--- config.mk ---
export PLATFORM = sky130hd
export DESIGN_NAME = alu_cmd_sequencer
export DESIGN_NICKNAME = d
export VERILOG_FILES = /design/src/rtl/alu_cmd_sequencer.sv
export SDC_FILE = /design/constraint.sdc
export NUM_CORES = 1
export LEC_CHECK = 0
export ABC_AREA = 1
export CAP_MARGIN = 30
export CORE_AREA = 2 2 181 165
export DETAILED_ROUTE_END_ITERATION = 6
export DIE_AREA = 0 0 183 167
export HOLD_SLACK_MARGIN = 0.12
export MAX_ROUTING_LAYER = met4
export PLACE_DENSITY = 0.71
export SYNTH_ARGS = -nofsm -noshare
export SYNTH_HDL_FRONTEND = slang
export SYNTH_SLANG_ARGS = --single-unit
--- constraint.sdc ---
create_clock -name clk -period 6.79 [get_ports clk]
set_input_delay 1.358 -clock clk [delete_from_list [all_inputs] [get_ports clk]]
set_output_delay 1.358 -clock clk [all_outputs]
set_load 0.1 [all_outputs]
--- src/rtl/alu_cmd_sequencer.sv ---
// alu_cmd_sequencer: FIFO-buffered command sequencer for a W-bit accumulator ALU.
// Commands are popped one at a time and executed against an internal accumulator.
// Each result is returned over a valid/ready handshake.
// Optional feature macro: ALU_SEQ_DIV_EN builds the W-cycle restoring divider for DIV.
// Without the macro, DIV behaves as NOOP.
module alu_cmd_sequencer #(
    parameter int W     = 16,
    parameter int DEPTH = 4
) (
    input  logic         clk,
    input  logic         clear,
    input  logic         cmd_valid,
    output logic         cmd_ready,
    input  logic [3:0]   cmd_op,
    input  logic [W-1:0] cmd_a,
    input  logic [W-1:0] cmd_b,
    output logic         res_valid,
    input  logic         res_ready,
    output logic [W-1:0] res_data,
    output logic [3:0]   res_op,
    output logic         has_last_res,
    output logic         busy
);

    localparam logic [3:0] OP_NOOP  = 4'b0000;
    localparam logic [3:0] OP_ADD   = 4'b0001;
    localparam logic [3:0] OP_SUB   = 4'b0010;
    localparam logic [3:0] OP_MULT  = 4'b0011;
    localparam logic [3:0] OP_DIV   = 4'b0100;
    localparam logic [3:0] OP_AND   = 4'b0101;
    localparam logic [3:0] OP_OR    = 4'b0110;
    localparam logic [3:0] OP_XOR   = 4'b0111;
    localparam logic [3:0] OP_NOT   = 4'b1000;
    localparam logic [3:0] OP_RESET = 4'b1111;

    localparam int          AW       = $clog2(DEPTH);
    localparam logic [AW:0] FULL_CNT = DEPTH[AW:0];

    typedef enum logic [1:0] {IDLE, EXEC, DIV, RESP} state_t;

    state_t         state, state_nxt;

    logic [3:0]     fifo_op [DEPTH];
    logic [W-1:0]   fifo_a  [DEPTH];
    logic [W-1:0]   fifo_b  [DEPTH];
    logic [AW-1:0]  wr_ptr, rd_ptr;
    logic [AW:0]    count;
    logic           full, empty, push, pop;

    logic [W-1:0]   acc;
    logic [3:0]     op_q;
    logic [W-1:0]   x_q, y_q;
    logic [W-1:0]   x_sel, y_sel;
    logic           head_is_div;

    logic [W-1:0]   alu_res;
    logic           alu_wr;
    logic           finish;
    logic [W-1:0]   fin_res;
    logic           fin_wr;

    assign full      = (count == FULL_CNT);
    assign empty     = (count == '0);
    assign cmd_ready = ~full & ~clear;
    assign push      = cmd_valid & cmd_ready;
    assign res_valid = (state == RESP);
    assign busy      = (state != IDLE) | ~empty;

    // First operation takes both operands from the command; later ones chain off acc.
    assign x_sel = has_last_res ? acc : fifo_a[rd_ptr];
    assign y_sel = has_last_res ? fifo_a[rd_ptr] : fifo_b[rd_ptr];

`ifdef ALU_SEQ_DIV_EN
    localparam int          CW       = $clog2(W + 1);
    localparam logic [CW-1:0] DIV_LAST = CW'(W);

    logic [CW-1:0] div_cnt;
    logic [W-1:0]  rem_q, quo_q;
    logic [W:0]    div_shift, div_diff;
    logic          div_done;

    assign head_is_div = (fifo_op[rd_ptr] == OP_DIV);
    assign div_shift   = {rem_q, quo_q[W-1]};
    assign div_diff    = div_shift - {1'b0, y_q};
    assign div_done    = (state == DIV) && (div_cnt == DIV_LAST);

    // Restoring divider: one quotient bit per cycle; y==0 never underflows, giving all ones.
    always_ff @(posedge clk) begin
        if (pop) begin
            rem_q   <= '0;
            quo_q   <= x_sel;
            div_cnt <= '0;
        end else if (state == DIV && div_cnt != DIV_LAST) begin
            div_cnt <= div_cnt + 1'b1;
            if (!div_diff[W]) begin
                rem_q <= div_diff[W-1:0];
                quo_q <= {quo_q[W-2:0], 1'b1};
            end else begin
                rem_q <= div_shift[W-1:0];
                quo_q <= {quo_q[W-2:0], 1'b0};
            end
        end
    end

    assign finish  = (state == EXEC) | div_done;
    assign fin_res = div_done ? quo_q : alu_res;
    assign fin_wr  = div_done | alu_wr;
`else
    assign head_is_div = 1'b0;
    assign finish      = (state == EXEC);
    assign fin_res     = alu_res;
    assign fin_wr      = alu_wr;
`endif

    // Single-cycle ALU; anything not listed (including DIV when the divider is absent) acts as NOOP.
    always_comb begin
        alu_res = acc;
        alu_wr  = 1'b0;
        case (op_q)
            OP_ADD:  begin alu_res = x_q + y_q; alu_wr = 1'b1; end
            OP_SUB:  begin alu_res = x_q - y_q; alu_wr = 1'b1; end
            OP_MULT: begin alu_res = x_q * y_q; alu_wr = 1'b1; end
            OP_AND:  begin alu_res = x_q & y_q; alu_wr = 1'b1; end
            OP_OR:   begin alu_res = x_q | y_q; alu_wr = 1'b1; end
            OP_XOR:  begin alu_res = x_q ^ y_q; alu_wr = 1'b1; end
            OP_NOT:  begin alu_res = ~x_q;      alu_wr = 1'b1; end
            OP_RESET: alu_res = '0;
            default: ;
        endcase
    end

    // Next-state and FIFO pop decision.
    always_comb begin
        state_nxt = state;
        pop       = 1'b0;
        case (state)
            IDLE: begin
                if (!empty) begin
                    pop       = 1'b1;
                    state_nxt = head_is_div ? DIV : EXEC;
                end
            end
            EXEC: state_nxt = RESP;
`ifdef ALU_SEQ_DIV_EN
            DIV:  if (div_done) state_nxt = RESP;
`endif
            RESP: if (res_ready) state_nxt = IDLE;
            default: state_nxt = IDLE;
        endcase
    end

    // State register; clear aborts any operation in flight.
    always_ff @(posedge clk) begin
        if (clear) state <= IDLE;
        else       state <= state_nxt;
    end

    // FIFO storage; push already excludes clear through cmd_ready.
    always_ff @(posedge clk) begin
        if (push) begin
            fifo_op[wr_ptr] <= cmd_op;
            fifo_a[wr_ptr]  <= cmd_a;
            fifo_b[wr_ptr]  <= cmd_b;
        end
    end

    // FIFO pointers, operand latch, accumulator and result registers.
    always_ff @(posedge clk) begin
        if (clear) begin
            wr_ptr       <= '0;
            rd_ptr       <= '0;
            count        <= '0;
            acc          <= '0;
            has_last_res <= 1'b0;
            res_data     <= '0;
            res_op       <= '0;
        end else begin
            if (push) wr_ptr <= wr_ptr + 1'b1;
            if (pop) begin
                rd_ptr <= rd_ptr + 1'b1;
                op_q   <= fifo_op[rd_ptr];
                x_q    <= x_sel;
                y_q    <= y_sel;
            end
            case ({push, pop})
                2'b10:   count <= count + 1'b1;
                2'b01:   count <= count - 1'b1;
                default: ;
            endcase
            if (finish) begin
                res_data <= fin_res;
                res_op   <= op_q;
                if (op_q == OP_RESET) begin
                    acc          <= '0;
                    has_last_res <= 1'b0;
                end else if (fin_wr) begin
                    acc          <= fin_res;
                    has_last_res <= 1'b1;
                end
            end
        end
    end

endmodule

==> results of run 1 <==
## final timing paths
check	from	to	cells after the start
min reg2reg	acc[9]	acc[9]	2
max reg2reg	y_q[1]	res_data[14]	20
max	y_q[1]	res_data[14]	20
min	acc[9]	acc[9]	2
## sequential cells by signal (all words and copies together), names as in the netlist, named ones only
| register | flops |
|---|---|
| acc | 16 |
| count | 3 |
| fifo_a | 64 |
| fifo_b | 64 |
| fifo_op | 16 |
| has_last_res | 1 |
| op_q | 4 |
| rd_ptr | 2 |
| res_data | 16 |
| res_op | 4 |
| state | 2 |
| wr_ptr | 2 |
| x_q | 16 |
| y_q | 16 |
## synthesized netlist by cell type, types with 7 or more instances
| cell type | n |
|---|---|
| xor2_1 | 15 |
| nor2_1 | 102 |
| a21oi_1 | 93 |
| clkbuf_1 | 46 |
| or2_1 | 11 |
| o21ai_1 | 10 |
| buf_2 | 19 |
| edfxtp_1 | 180 |
| a221oi_1 | 7 |
| inv_1 | 300 |
| ha_1 | 102 |
| a32o_1 | 16 |
| nand2_1 | 385 |
| nand3_1 | 60 |
| fa_1 | 82 |
| nor3_1 | 8 |
| o22ai_1 | 25 |
| dfxtp_1 | 48 |
| o21ai_0 | 134 |
| inv_2 | 15 |
## per-stage QoR
| stage | area, µm² | cells |
|---|---|---|
| 2_1_floorplan | 15230 | 1731 |
| 3_3_place_gp | 16140 | 2100 |
| 3_5_place_dp | 16190 | 2102 |
| 4_1_cts | 16870 | 2141 |
| 5_1_grt | 16890 | 2142 |
| 6_report | 16890 | 2142 |
## cell families (layout without fill, tap and decap cells)
logic type / after synthesis / after routing / share of synthesized area
and+or+nand+nor: 597 / 597 / 0.1626
AOI/OAI and AO/OA: 319 / 319 / 0.1207
adders and majority gates: 184 / 184 / 0.1915
xor gates and xnor gates: 16 / 16 / 0.009199
buffers and inverters: 387 / 432 / 0.09806
DFF: 228 / 228 / 0.4179
## layer usage
layer,routed length [µm],vias up
met3,2598,73
met2,18300,407
met4,1387,0
met1,16030,5580
li1,-,5678
met5,0,-
## area by class of cell
cell class	count	area, µm²	area share
multi-input combinational	1116	7412	0.4387
timing repair buffer	77	780.7	0.04622
clock buffer	26	565.5	0.03348
sequential	228	6367	0.3769
clock inverter	13	121.4	0.007184
inverter	316	1189	0.07036
tap	366	457.9	0.02711
## critical path, cell delays in order (launching register included)
cell and delay, ns:
edfxtp_1 0.83, nand2_1 0.18, fa_1 0.56, fa_1 0.58
fa_1 0.46, fa_1 0.55, inv_1 0.05, fa_1 0.48
inv_1 0.05, fa_1 0.53, inv_1 0.06, ha_1 0.33
inv_1 0.09, nor3_1 0.29, nand3_1 0.12, o2111ai_1 0.12
a21oi_1 0.08, o21ai_0 0.16, nand4_1 0.16, nand2_1 0.09
a21oi_1 0.06
==> metrics, run 1 <==
run status=finished, final reports clean; CTS Sinks=around 230; clock root cell=clkbuf_16; number of gates resized after CTS=0; layout cells sized above 1=0.05293; pre-CTS setup slack=0.8747 ns; # DRC=0; met1 track demand over resource=0.3447; Crit path arrival time=around 6.4 ns; final setup fails=0; Slew Viols, Final=0; Setup Total Neg Slack=0 ns; post-layout util=0.5898; die area=30,560 µm²; site row count=slightly below 60; first-pass GRT wire length=61.99 mm; post-synth cell types=52; worst-skew pair later-pin latency=between 0.5 and 0.6 ns; total track usage=0.2661; Final Critical Period=5.995 ns; Syn Std Cell Area=15,230 µm²; Via Count=roughly 12,000; Max-Cap Viols=0; GRT busiest layer=met2; Synth async-reset ratio=0; share of the synthesized area in the top cell type=0.3548; H-tree depth=1; top post-synthesis cells by area=edfxtp_1 (35%), fa_1 (11%), nand2_1 (9.5%), ha_1 (8.4%), inv_1 (7.4%); number of global-route vias before repair=11,740; slew margin rel.=0.3337; Die X=183 µm; grt met3 use=0.02887; largest net degree at the start of global routing=66; RSZ-0062 raised after global routing=no; Seq cells post-synth=between 200 and 250; # diodes=0; fin crit share=0.8830; met2 usage=0.4361; initial antenna violation count=0; Worst Setup Slack, final=0.7947 ns; startpoint types=flip-flop; Initial Util=0.5319; postcts setup bufs=0; GP Congestion=approximately 0.95; CTS Buf Count=22; final hold slack=0.4863 ns; Final Hold Viols=0; hold buffer count at cts=0; CTS tree=built; CP required=7.14 ns; Post-Synthesis Cells=1,731; DR pass1 iterations=7; post-synthesis cell type with the largest combined area=edfxtp_1; routed wire length per instance=17.89 µm; Routed Antenna Nets=0; Post-Syn Area per Cell=8.801 µm²; commonest non-fill, non-tap cell in the layout=nand2_1; Max Freq=between 150 and 200 MHz; Die H=167 µm; Crit Path Category=reg2reg; DP HPWL=~28 mm; # IOs=64; clk buf depth=3; Worst setup EP type=flip-flop; Post-Route WL=38.32 mm; commonest cells after routing, fill and taps aside=nand2_1 (385), inv_1 (300), edfxtp_1 (180); Hold Path Class=reg2reg; Clk pin slew, worst setup/hold paths=~0.06 ns; number of synthesized flops with an enable pin=180; Ys Warns=0; Layout area overhead=10.89%; Crit Path Max Fanout=18; Syn Nets=1,955; Initial DRC Count=911; reg-to-reg slack, setup=0.79 ns; I/O Buffers=63; # fillers=2,468; DR vias/cell=5.480; nets=1,985; Seq/Total Area, Yosys=0.4179; worst slew pin tran=approximately 1 ns; total gr overflow=0; core area=28,640 µm²; ys flop type=edfxtp_1; clk_skew=between 0.03 and 0.04 ns
Power of run 1 is not shown: default switching activity piles up to over one toggle a cycle in this logic, so the estimate is an artifact.
==> inputs of run 2 (changes only) <==
Settings changed: CAP_MARGIN 30 to 40, MAX_ROUTING_LAYER met4 to not set.
==> metrics, run 2 (same netlist as run 1, synthesis figures left out) <==
first-pass GRT wire length=62.48 mm; layout cells sized above 1=0.06881; placed cells=around 2,100; GP Congestion=between 0.9 and 1; run status=finished, final reports clean; Via Count=11,910; total track usage=0.2596; Top Registers=fifo_a x64, fifo_b x64; number of gates resized after CTS=0; total gr overflow=0; Max-Cap Viols=0; RSZ-0062 raised after global routing=no; CTS Buf Count=22; Initial DRC Count=roughly 1,000; DR pass1 iterations=5; Worst R2R Path Depth=24; Slew Viols, Final=0; I/O Buffers=63; Max Freq=~170 MHz; Final Hold Viols=0; Crit Path Category=reg2reg; clock root cell=clkbuf_16; CTS Sinks=228; Crit path arrival time=6.38 ns; CP required=7.22 ns; commonest cells after routing, fill and taps aside=nand2_1 (385), inv_1 (300), edfxtp_1 (180); DP HPWL=28.75 mm; commonest non-fill, non-tap cell in the layout=nand2_1; Layout area overhead=13.81%; initial antenna violation count=0; H-tree depth=1; # IOs=64; routed wire length per instance=17.77 µm; largest net degree at the start of global routing=66; Routed Antenna Nets=0; clk buf depth=3; non-filler cells, final=2,168; DR vias/cell=5.494; Die X=183 µm; fin crit share=0.8773; startpoint types=flip-flop; Die H=between 150 and 200 µm; Final Critical Period=5.957 ns; final setup fails=0; Post-Route WL=about 39 mm; core area=28,640 µm²; # DRC=0; worst slew pin tran=0.8988 ns; CTS tree=built; slew margin rel.=0.4001; postcts setup bufs=0; nets=2,010; number of global-route vias before repair=11,860; site row count=slightly below 60; hold buffer count at cts=0; hold path depth=2; die area=30,560 µm²; Hold Path Class=reg2reg; worst-skew pair later-pin latency=0.51 ns; Initial Util=0.5319; # diodes=0; clk_skew=0.01246 ns; Clk pin slew, worst setup/hold paths=0.07 ns; Setup Total Neg Slack=0 ns; Crit Path Max Fanout=15; Worst setup EP type=flip-flop
[run 2: cell types whose count changed in the layout (fill, tap and decap cells not counted), sizes merged]
cell,before,now
buf,14,39
bufinv,2,1
clkbuf,26,30
clkinv,9,8
clkinvlp,2,1
[run 2: worst paths after layout]
kind         slack (ns)      endpoint  startpoint
max reg2reg        0.83  res_data[13]      y_q[5]
max                0.83  res_data[13]      y_q[5]
min reg2reg        0.49        acc[0]      acc[0]
min                0.49        acc[0]      acc[0]
[run 2: per-layer routing]
| layer | share of wire | up-vias | routed length, µm | track usage |
|---|---|---|---|---|
| li1 | - | 5741 | - | - |
| met1 | 0.43 | 5703 | 16430 | 0.3505 |
| met2 | 0.49 | 392 | 18840 | 0.4397 |
| met3 | 0.055 | 74 | 2115 | 0.02733 |
| met4 | 0.030 | 0 | 1141 | 0.08591 |
| met5 | 0 | - | 0 | 0 |
[run 2: area by class of cell]
cell class                 count  area [µm²]
fill                        2407       11300
multi-input combinational   1116        7412
sequential                   228        6367
timing repair buffer         102        1204
inverter                     316        1189
clock buffer                  30       633.1
tap                          366       457.9
clock inverter                10       76.32
[run 2: per-stage QoR]
| stage | hold slack [ns] | area [µm²] | util | setup slack (ns) |
|---|---|---|---|---|
| floorplan | 0.4519 | 15230 | - | 1.234 |
| global placement | 0.4680 | 16150 | 0.5637 | 1.048 |
| detailed placement | 0.4760 | 16630 | 0.5806 | 0.9612 |
| CTS | 0.4860 | 17340 | 0.6054 | 0.9036 |
| global route | 0.5250 | 17340 | 0.6054 | 0.5514 |
| finish | 0.4863 | 17340 | 0.6054 | 0.8331 |
[run 2: worst max-delay path: stages, from the launching register on]
cell	delay [ns]
edfxtp_1	0.78
ha_1	0.32
inv_1	0.08
fa_1	0.53
fa_1	0.43
fa_1	0.51
inv_1	0.04
ha_1	0.28
fa_1	0.48
inv_1	0.07
fa_1	0.49
inv_1	0.05
ha_1	0.33
nand2_1	0.09
nor3_1	0.27
nand2_1	0.12
nand2_1	0.08
nand2_1	0.06
a21oi_1	0.19
nor2_1	0.06
nand2_1	0.06
nand3_1	0.12
nand4_1	0.20
nand2_1	0.07
a21oi_1	0.15
Power of run 2 is left out for the same reason.
==> inputs of run 3 (changes only) <==
Settings changed: CAP_MARGIN 40 to 20.
==> metrics, run 3 (same netlist as run 1, synthesis figures left out) <==
final setup fails=0; total gr overflow=0; site row count=59; Initial DRC Count=1,082; H-tree depth=1; initial antenna violation count=0; clock root cell=clkbuf_16; first-pass GRT wire length=61.27 mm; Top Registers=fifo_a x64, fifo_b x64; # diodes=0; Hold Path Class=reg2reg; Post-Route WL=around 38 mm; # DRC=0; CP required=7.23 ns; total track usage=0.2545; commonest non-fill, non-tap cell in the layout=nand2_1; Worst Setup Slack, final=0.7878 ns; RSZ-0062 raised after global routing=no; Clk pin slew, worst setup/hold paths=0.07 ns; Max-Cap Viols=0; Slew Viols, Final=0; # IOs=64; Crit Path Category=reg2reg; commonest cells after routing, fill and taps aside=nand2_1 (385), inv_1 (300), edfxtp_1 (180); CTS Sinks=228; Initial Util=0.5319; Layout area overhead=10.80%; nets=1,984; postcts setup bufs=0; Worst setup EP type=flip-flop; register area=6367 µm²; Setup Total Neg Slack=0 ns; DR pass1 iterations=5; Final Critical Period=6.002 ns; Die X=183 µm; routed wire length per instance=17.65 µm; DP HPWL=28.01 mm; worst slew pin tran=roughly 1.0 ns; Final Hold Viols=0; slew margin rel.=0.3016; hold buffer count at cts=0; CTS Buf Count=23; clk_skew=between 0.01 and 0.015 ns; run status=finished, final reports clean; I/O Buffers=63; startpoint types=flip-flop; clk buf depth=3; Crit path arrival time=6.44 ns; pre-CTS setup slack=0.9336 ns; post-layout util=0.5893; CTS tree=built; largest net degree at the start of global routing=66; layout cells sized above 1=0.05065; number of global-route vias before repair=11,710; GP Congestion=0.9690; Via Count=11,790; die area=30,560 µm²; multi-input logic area=about 7400 µm²; fin crit share=0.8840; # fillers=around 2,500; DR vias/cell=between 5 and 6; Max Freq=between 150 and 200 MHz; Routed Antenna Nets=0; worst-skew pair later-pin latency=0.51 ns; core area=28,640 µm²; Crit Path Max Fanout=15; number of gates resized after CTS=0; Die H=167 µm
-- run 3: worst max-delay path, cell delays in order (launching register included) --
cell and delay (ns):
edfxtp_1 0.83, ha_1 0.31, inv_1 0.07, fa_1 0.53, fa_1 0.43, fa_1 0.51
inv_1 0.04, ha_1 0.28, fa_1 0.49, inv_1 0.07, fa_1 0.49, inv_1 0.05
ha_1 0.34, nand2_1 0.09, nor3_1 0.28, nand2_1 0.12, nand2_1 0.08, nand2_1 0.06
a21oi_1 0.19, nor2_1 0.06, nand2_1 0.05, nand3_1 0.12, nand4_1 0.20, nand3_1 0.11
a21oi_1 0.13
-- run 3: final timing paths --
path | startpoint | slack [ns] | cells past startpoint | end
worst min register to register | acc[9] | 0.48 | 2 | acc[9]
worst min-delay path | acc[9] | 0.48 | 2 | acc[9]
worst max-delay path | y_q[5] | 0.79 | 24 | acc[13]
worst max register to register | y_q[5] | 0.79 | 24 | acc[13]
-- run 3: final cells by class --
class	count	share of cell area
multi-input combinational	1116	0.4391
timing repair buffer	75	0.04270
clock inverter	12	0.007783
sequential	228	0.3772
tap	366	0.02713
inverter	316	0.07042
clock buffer	30	0.03565
-- run 3: per-layer routing --
| layer | wire length [µm] | track usage | vias up |
|---|---|---|---|
| li1 | - | - | 5679 |
| met1 | 16240 | 0.3432 | 5650 |
| met2 | 18090 | 0.4236 | 394 |
| met3 | 2233 | 0.03411 | 64 |
| met4 | 1266 | 0.09009 | 0 |
| met5 | 0 | 0 | - |
-- run 3: through the flow --
step / instance area [µm²] / hold slack (ns) / cells
after floorplan: 15230 / 0.4519 / 1731
after global placement: 16150 / 0.4680 / 2101
after detailed placement: 16150 / 0.4761 / 2101
after CTS: 16880 / 0.4865 / 2143
after global routing: 16880 / 0.5137 / 2143
final: 16880 / 0.4815 / 2143
Power of run 3 is left out for the same reason.
